$ cat src/rtl/quad_pkg.sv
// Shared Gray-code state encodings and the step classifier used by the quadrature decoder.
package quad_pkg;

  localparam logic [1:0] S00 = 2'b00;
  localparam logic [1:0] S01 = 2'b01;
  localparam logic [1:0] S11 = 2'b11;
  localparam logic [1:0] S10 = 2'b10;

  // Position of a {A,B} state along the up sequence 00->01->11->10.
  function automatic logic [1:0] gray_idx(input logic [1:0] s);
    logic [1:0] idx;
    case (s)
      S00:     idx = 2'd0;
      S01:     idx = 2'd1;
      S11:     idx = 2'd2;
      S10:     idx = 2'd3;
      default: idx = 2'd0;
    endcase
    return idx;
  endfunction

  // Returns {valid, up, illegal}; a two-position jump means both pins moved at once.
  function automatic logic [2:0] step_dir(input logic [1:0] prev, input logic [1:0] cur);
    logic [1:0] d;
    logic [2:0] r;
    d = gray_idx(cur) - gray_idx(prev);
    case (d)
      2'd1:    r = 3'b110;
      2'd3:    r = 3'b100;
      2'd2:    r = 3'b001;
      default: r = 3'b000;
    endcase
    return r;
  endfunction

endpackage

$ cat src/rtl/quad_filter.sv
// One encoder channel: 2-FF synchroniser followed by a FILT_LEN-sample stability filter.
module quad_filter #(
  parameter int FILT_LEN = 4
) (
  input  logic clk,
  input  logic rst,
  input  logic i_pin,
  output logic o_level,
  output logic o_valid
);

  localparam int CNT_W = (FILT_LEN < 2) ? 1 : $clog2(FILT_LEN + 1);
  localparam logic [CNT_W-1:0] LAST = CNT_W'(FILT_LEN - 1);

  logic             r_sync1;
  logic             r_sync2;
  logic             r_level;
  logic             r_valid;
  logic [CNT_W-1:0] r_cnt;

  // Metastability synchroniser, deliberately without reset.
  always_ff @(posedge clk) begin
    r_sync1 <= i_pin;
    r_sync2 <= r_sync1;
  end

  // Before the first acceptance r_level acts as the candidate; afterwards a level must differ for FILT_LEN samples.
  always_ff @(posedge clk) begin
    if (rst) begin
      r_cnt   <= '0;
      r_level <= 1'b0;
      r_valid <= 1'b0;
    end else if (!r_valid) begin
      if (r_sync2 != r_level) begin
        r_level <= r_sync2;
        r_cnt   <= '0;
      end else if (r_cnt == LAST) begin
        r_valid <= 1'b1;
        r_cnt   <= '0;
      end else begin
        r_cnt <= r_cnt + CNT_W'(1);
      end
    end else begin
      if (r_sync2 == r_level) begin
        r_cnt <= '0;
      end else if (r_cnt == LAST) begin
        r_level <= r_sync2;
        r_cnt   <= '0;
      end else begin
        r_cnt <= r_cnt + CNT_W'(1);
      end
    end
  end

  assign o_level = r_level;
  assign o_valid = r_valid;

endmodule

$ cat src/rtl/quad_decoder.sv
// Quadrature decoder: filtered A/B channels, x4 Gray decode, position/error counters and SPI snapshot.
module quad_decoder
  import quad_pkg::*;
#(
  parameter int POS_W    = 16,
  parameter int FILT_LEN = 4,
  parameter int ERR_W    = 8
) (
  input  logic             clk,
  input  logic             rst,
  input  logic             quad_a,
  input  logic             quad_b,
  input  logic             clear,
  input  logic             snap,
  output logic [POS_W-1:0] position,
  output logic [POS_W-1:0] snapshot,
  output logic             step,
  output logic             dir,
  output logic             err,
  output logic [ERR_W-1:0] err_count
);

  logic       w_a_level, w_a_valid, w_b_level, w_b_valid;
  logic [1:0] w_cur;
  logic [2:0] w_sd;
  logic       w_valid, w_up, w_illegal;

  logic [1:0]       r_prev;
  logic             r_init;
  logic [POS_W-1:0] r_position;
  logic [POS_W-1:0] r_snapshot;
  logic             r_step, r_dir, r_err;
  logic [ERR_W-1:0] r_err_count;

  quad_filter #(.FILT_LEN(FILT_LEN)) u_filt_a (
    .clk(clk), .rst(rst), .i_pin(quad_a), .o_level(w_a_level), .o_valid(w_a_valid)
  );

  quad_filter #(.FILT_LEN(FILT_LEN)) u_filt_b (
    .clk(clk), .rst(rst), .i_pin(quad_b), .o_level(w_b_level), .o_valid(w_b_valid)
  );

  assign w_cur     = {w_a_level, w_b_level};
  assign w_sd      = step_dir(r_prev, w_cur);
  assign w_valid   = r_init & w_sd[2];
  assign w_up      = w_sd[1];
  assign w_illegal = r_init & w_sd[0];

  // Decode, counters and snapshot; the init cycle only captures the pin state so power-up levels never count.
  always_ff @(posedge clk) begin
    if (rst) begin
      r_prev      <= S00;
      r_init      <= 1'b0;
      r_position  <= '0;
      r_snapshot  <= '0;
      r_step      <= 1'b0;
      r_dir       <= 1'b0;
      r_err       <= 1'b0;
      r_err_count <= '0;
    end else begin
      r_step <= w_valid;
      r_err  <= w_illegal;
      if (snap) begin
        r_snapshot <= r_position;
      end
      if (!r_init) begin
        if (w_a_valid && w_b_valid) begin
          r_prev <= w_cur;
          r_init <= 1'b1;
        end
      end else begin
        r_prev <= w_cur;
      end
      if (w_valid) begin
        r_dir <= w_up;
      end
      if (w_illegal && (r_err_count != {ERR_W{1'b1}})) begin
        r_err_count <= r_err_count + ERR_W'(1);
      end
      // clear wins over a same-cycle step; the step pulse still fires.
      if (clear) begin
        r_position <= '0;
      end else if (w_valid) begin
        r_position <= w_up ? r_position + POS_W'(1) : r_position - POS_W'(1);
      end
    end
  end

  assign position  = r_position;
  assign snapshot  = r_snapshot;
  assign step      = r_step;
  assign dir       = r_dir;
  assign err       = r_err;
  assign err_count = r_err_count;

endmodule

$ cat config.mk
export PLATFORM = sky130hd
export DESIGN_NAME = quad_decoder
export DESIGN_NICKNAME = d
export VERILOG_FILES = /design/src/rtl/quad_pkg.sv /design/src/rtl/quad_filter.sv /design/src/rtl/quad_decoder.sv
export SDC_FILE = /design/constraint.sdc
export NUM_CORES = 1
export LEC_CHECK = 0
export CAP_MARGIN = 30
export CELL_PAD_IN_SITES_DETAIL_PLACEMENT = 1
export CELL_PAD_IN_SITES_GLOBAL_PLACEMENT = 1
export CORE_MARGIN = 1
export CORE_UTILIZATION = 40
export CTS_CLUSTER_DIAMETER = 30
export DETAILED_ROUTE_END_ITERATION = 10
export PLACE_DENSITY = 0.8
export RECOVER_POWER = 100
export SYNTH_ARGS = -nofsm -noshare
export SYNTH_HDL_FRONTEND = slang
export SYNTH_SLANG_ARGS = --single-unit
$ cat constraint.sdc
create_clock -name clk -period 3.6 [get_ports clk]
set_input_delay 0.9 -clock clk [delete_from_list [all_inputs] [get_ports clk]]
set_output_delay 0.9 -clock clk [all_outputs]
set_load 0.005 [all_outputs]
==> run_results.csv, run 1 <==
group,metric,value,unit
outcome,status,"completed",
setup_path,cp.required,3880,ps
global_route,grt_max_degree,38,
timing,setup_ws,156,ps
timing,finalSetupViolations,0,
clocking,clkTransAtPathRegs,70,ps
timing,skew,10.0,ps
synthesis,yosysSeqAreaShare,0.394,
place,dpl.cell_count,494,
timing,max_slew_margin,0.183,
power,leakage,1.77,nW
setup_path,crit_path_max_incr_delay,530,ps
detailed_routing,drt-initial-drc-count,109,
place,pre_cts_slack,-57.8,ps
detailed_routing,viasPerCell,5.30,
power,p_clk_frac,0.395,
clocking,cts-root-buf,"clkbuf_8",
place,gp_congestion,0.904,
global_route,grt_pass1_wl,13200,um
finish,final_area,0.00394,mm2
global_route,grt_pass1_vias,2676,
timing,rsz0062_at_grt,"no",
floorplan,fp.dieH,89.3,um
min_path,hold_class,"register to register",
detailed_routing,via_count,2712,
floorplan,ios,49,
timing,hold_viol,0,
setup_path,end_kind,"register",
detailed_routing,ant_nets,0,
floorplan,die_w,89.3,um
global_route,antenna_found_initial,0,
synthesis,ys_types,43,
clocking,htreeDepth,3,
synthesis,syn_area_per_cell,8.78,um2
clocking,cts_tree,"built",
power,cellPowerDensity,353,mW/mm2
timing,worstMarginPinSlew,1230,ps
power,peakVddDrop,0.189,mV
detailed_routing,drt-pass1-iter-count,4,
place,placed_area,0.00369,mm2
timing,tns,0,ps
setup_path,critical_path.max_fanout,5,
setup_path,path_delay_family,"simple AND/OR/NAND/NOR gates",
synthesis,async_flop_share,0,
floorplan,rows,31,
finish,nNetsFinal,441,
power,p_sw,0.000371,W
timing,maxSlewViolCount,0,
power,p_sw_frac,0.266,
clocking,cts.sinks,60,
clocking,clockBufferDepth,2,
synthesis,synth_nets,379,
detailed_routing,wl_per_cell,16.3,um
synthesis,synth_area_leaders,"dfxtp_1, ha_1, nor2_1",
clocking,clock_latency,350,ps
timing,fin_crit_sh,0.957,
finish,synthToLayoutAreaGrowth,29.4,%
synthesis,syn_inst,347,
floorplan,start_util,0.418,
place,hpwl,5730,um
finish,drive_gt1_frac,0.0944,
synthesis,synthFlopType,"dfxtp_1",
floorplan,dieArea,0.00797,mm2
synthesis,yosys_warnings,0,
power,power.share.combinational,0.120,
synthesis,yosysTopAreaCell,"dfxtp_1",
power,intPower,0.00102,W
detailed_routing,wl,8370,um
setup_path,crit_chain,"buf_4 > ha_1 > o21bai_1 > xor3_1 > or2_4 > buf_12 > ha_1 > a21oi_2 > nand2_1 > o21a_2 > o2111a_1 > or4_1 > nand3_1",
synthesis,ys_ff_latch,60,
run,drv_cap,0,
clocking,ctsHoldBuffers,0,
power,p_seq_frac,0.485,
timing,max_clock_freq,290,MHz
power,total_power,0.00139,W
detailed_routing,drcViolationCount,0,
place,io_buffers,48,
global_route,grt_overflow_total,0,
setup_path,crit_arrival,3730,ps
floorplan,core_area,0.00729,mm2
setup_path,critical-path-slowest-cell,"or4_1",
setup_path,start_kind,"register",
setup_path,worstSetupPathType,"register to register",
setup_path,path_buf_inv,2,
synthesis,synth_top_area_frac,0.394,
finish,final_cells,512,
timing,layout_min_cycle_time,3440,ps
synthesis,synth_area,0.00305,mm2
synthesis,synth_enable_flop_cells,0,
finish,antenna-diode-count,0,
setup_path,crit_top_cell,"ha_1",
clocking,cts_buffers,9,
global_route,track_usage,0.222,
[metrics by stage]
step	utilization	hold slack, ps
finish	0.541	334
global route	0.541	353
detailed placement	0.506	318
CTS	0.532	334
global placement	0.506	312
floorplan	-	310
[layer usage]
| layer | global-route usage | share of wire | vias up |
|---|---|---|---|
| li1 | - | - | 1335 |
| met1 | 0.264 | 0.45 | 1304 |
| met2 | 0.386 | 0.50 | 63 |
| met3 | 0.0526 | 0.036 | 10 |
| met4 | 0.0880 | 0.013 | 0 |
| met5 | 0 | 0 | - |
[cell type report]
type	count	area [um2]
fill	884	3350
multi-input combinational	264	1810
sequential	60	1200
timing repair buffer	63	592
clock buffer	11	151
tap	99	124
inverter	11	41.3
clock inverter	4	25.0
[sequential cells by signal (all words and copies together) (netlist names), 2 cells and up]
| name | count |
|---|---|
| position | 16 |
| snapshot | 16 |
| err_count | 8 |
| u_filt_a.r_cnt | 3 |
| u_filt_b.r_cnt | 3 |
| r_prev | 2 |
[cell usage after synthesis (2+ instances only)]
library cell / number
a211oi_1: 6
a21boi_0: 2
a21o_1: 4
a21oi_1: 27
a221oi_1: 2
and2_1: 3
and3_1: 4
clkbuf_1: 10
dfxtp_1: 60
ha_1: 25
inv_1: 11
mux2i_1: 19
nand2_1: 32
nand2b_1: 7
nand3_1: 10
nand4_1: 4
nand4b_1: 2
nor2_1: 52
nor2b_1: 5
nor3_1: 7
nor3b_1: 3
o2111a_1: 2
o211ai_1: 4
o21a_1: 2
o21ai_0: 10
o21bai_1: 2
or2_2: 2
xnor2_1: 7
xor2_1: 9
[power by group through the flow]
stage	combinational (W)	clock, W	sequential, W
finish	0.000168	0.000550	0.000675
global route	0.000185	0.000596	0.000676
CTS	0.000149	0.000573	0.000675
detailed placement	0.000144	0	0.000690
global placement	0.000139	0	0.000690
floorplan	0.000100	0	0.000690
[path summary, 6_finish.rpt]
kind / from / endpoint / slack (ps) / depth (start not counted)
setup reg to reg: u_filt_a.o_level$_SDFFE_PP0P_ / position[14]$_SDFFE_PP0P_ / 160 / 13
setup / recovery: u_filt_a.o_level$_SDFFE_PP0P_ / position[14]$_SDFFE_PP0P_ / 160 / 13
hold reg to reg: u_filt_a.r_sync1$_DFF_P_ / u_filt_a.r_sync2$_DFF_P_ / 330 / 0
hold / removal: u_filt_a.r_sync1$_DFF_P_ / u_filt_a.r_sync2$_DFF_P_ / 330 / 0
[cells by family (layout without fill, tap and decap cells)]
kind of cell	count (synthesis)	after routing	share of synthesized area
XOR/XNOR	17	17	0.0538
AND/OR/NAND/NOR	135	135	0.206
flip-flops	60	60	0.394
buffers and inverters	23	89	0.0308
AO/OA/AOI/OAI	67	67	0.144
multiplexers	19	19	0.0624
adder cells (fa/ha/maj)	26	26	0.109
[timing repair]
action | in CTS | in global routing
setup buffers | 0 | 3
cloned | 0 | 0
endpoints found under the setup margin | 4 | 8
pin swaps | 0 | 5
gates resized for setup | 4 | 11
[layout by cell type, fill, tap and decap left out, types with 7 or more instances in the layout]
master,count
nand2_1,32
inv_1,11
dfxtp_1,60
o21ai_0,9
buf_4,10
nor2_1,52
dlygate4sd3_1,47
a21oi_1,25
nand3_1,10
ha_1,23
mux2i_1,19
clkbuf_8,11
xnor2_1,7
nor3_1,7
xor2_1,9
[worst reg2reg max path, stage by stage, from the launching register on]
cell	delay [ps]
dfxtp_1	320
buf_4	160
ha_1	200
o21bai_1	180
xor3_1	450
or2_4	280
buf_12	140
ha_1	330
a21oi_2	140
nand2_1	90
o21a_2	230
o2111a_1	270
or4_1	530
nand3_1	70
Note: power is estimated with default switching activity, not from simulation.
==> run 2, diff against run 1 <==
==> constraint.sdc (replaced) <==
create_clock -name clk -period 3.6 [get_ports clk]
set_input_delay 0.9 -clock clk [delete_from_list [all_inputs] [get_ports clk]]
set_output_delay 0.9 -clock clk [all_outputs]
set_load 0.02 [all_outputs]
==> results of run 2 <==
The final DEF is identical to that of run 1. Status: completed.
==> run 3, diff against run 2 <==
- CTS_CLUSTER_DIAMETER: 30 -> default
==> results of run 3 <==
The final DEF is identical to that of run 1. Status: completed.
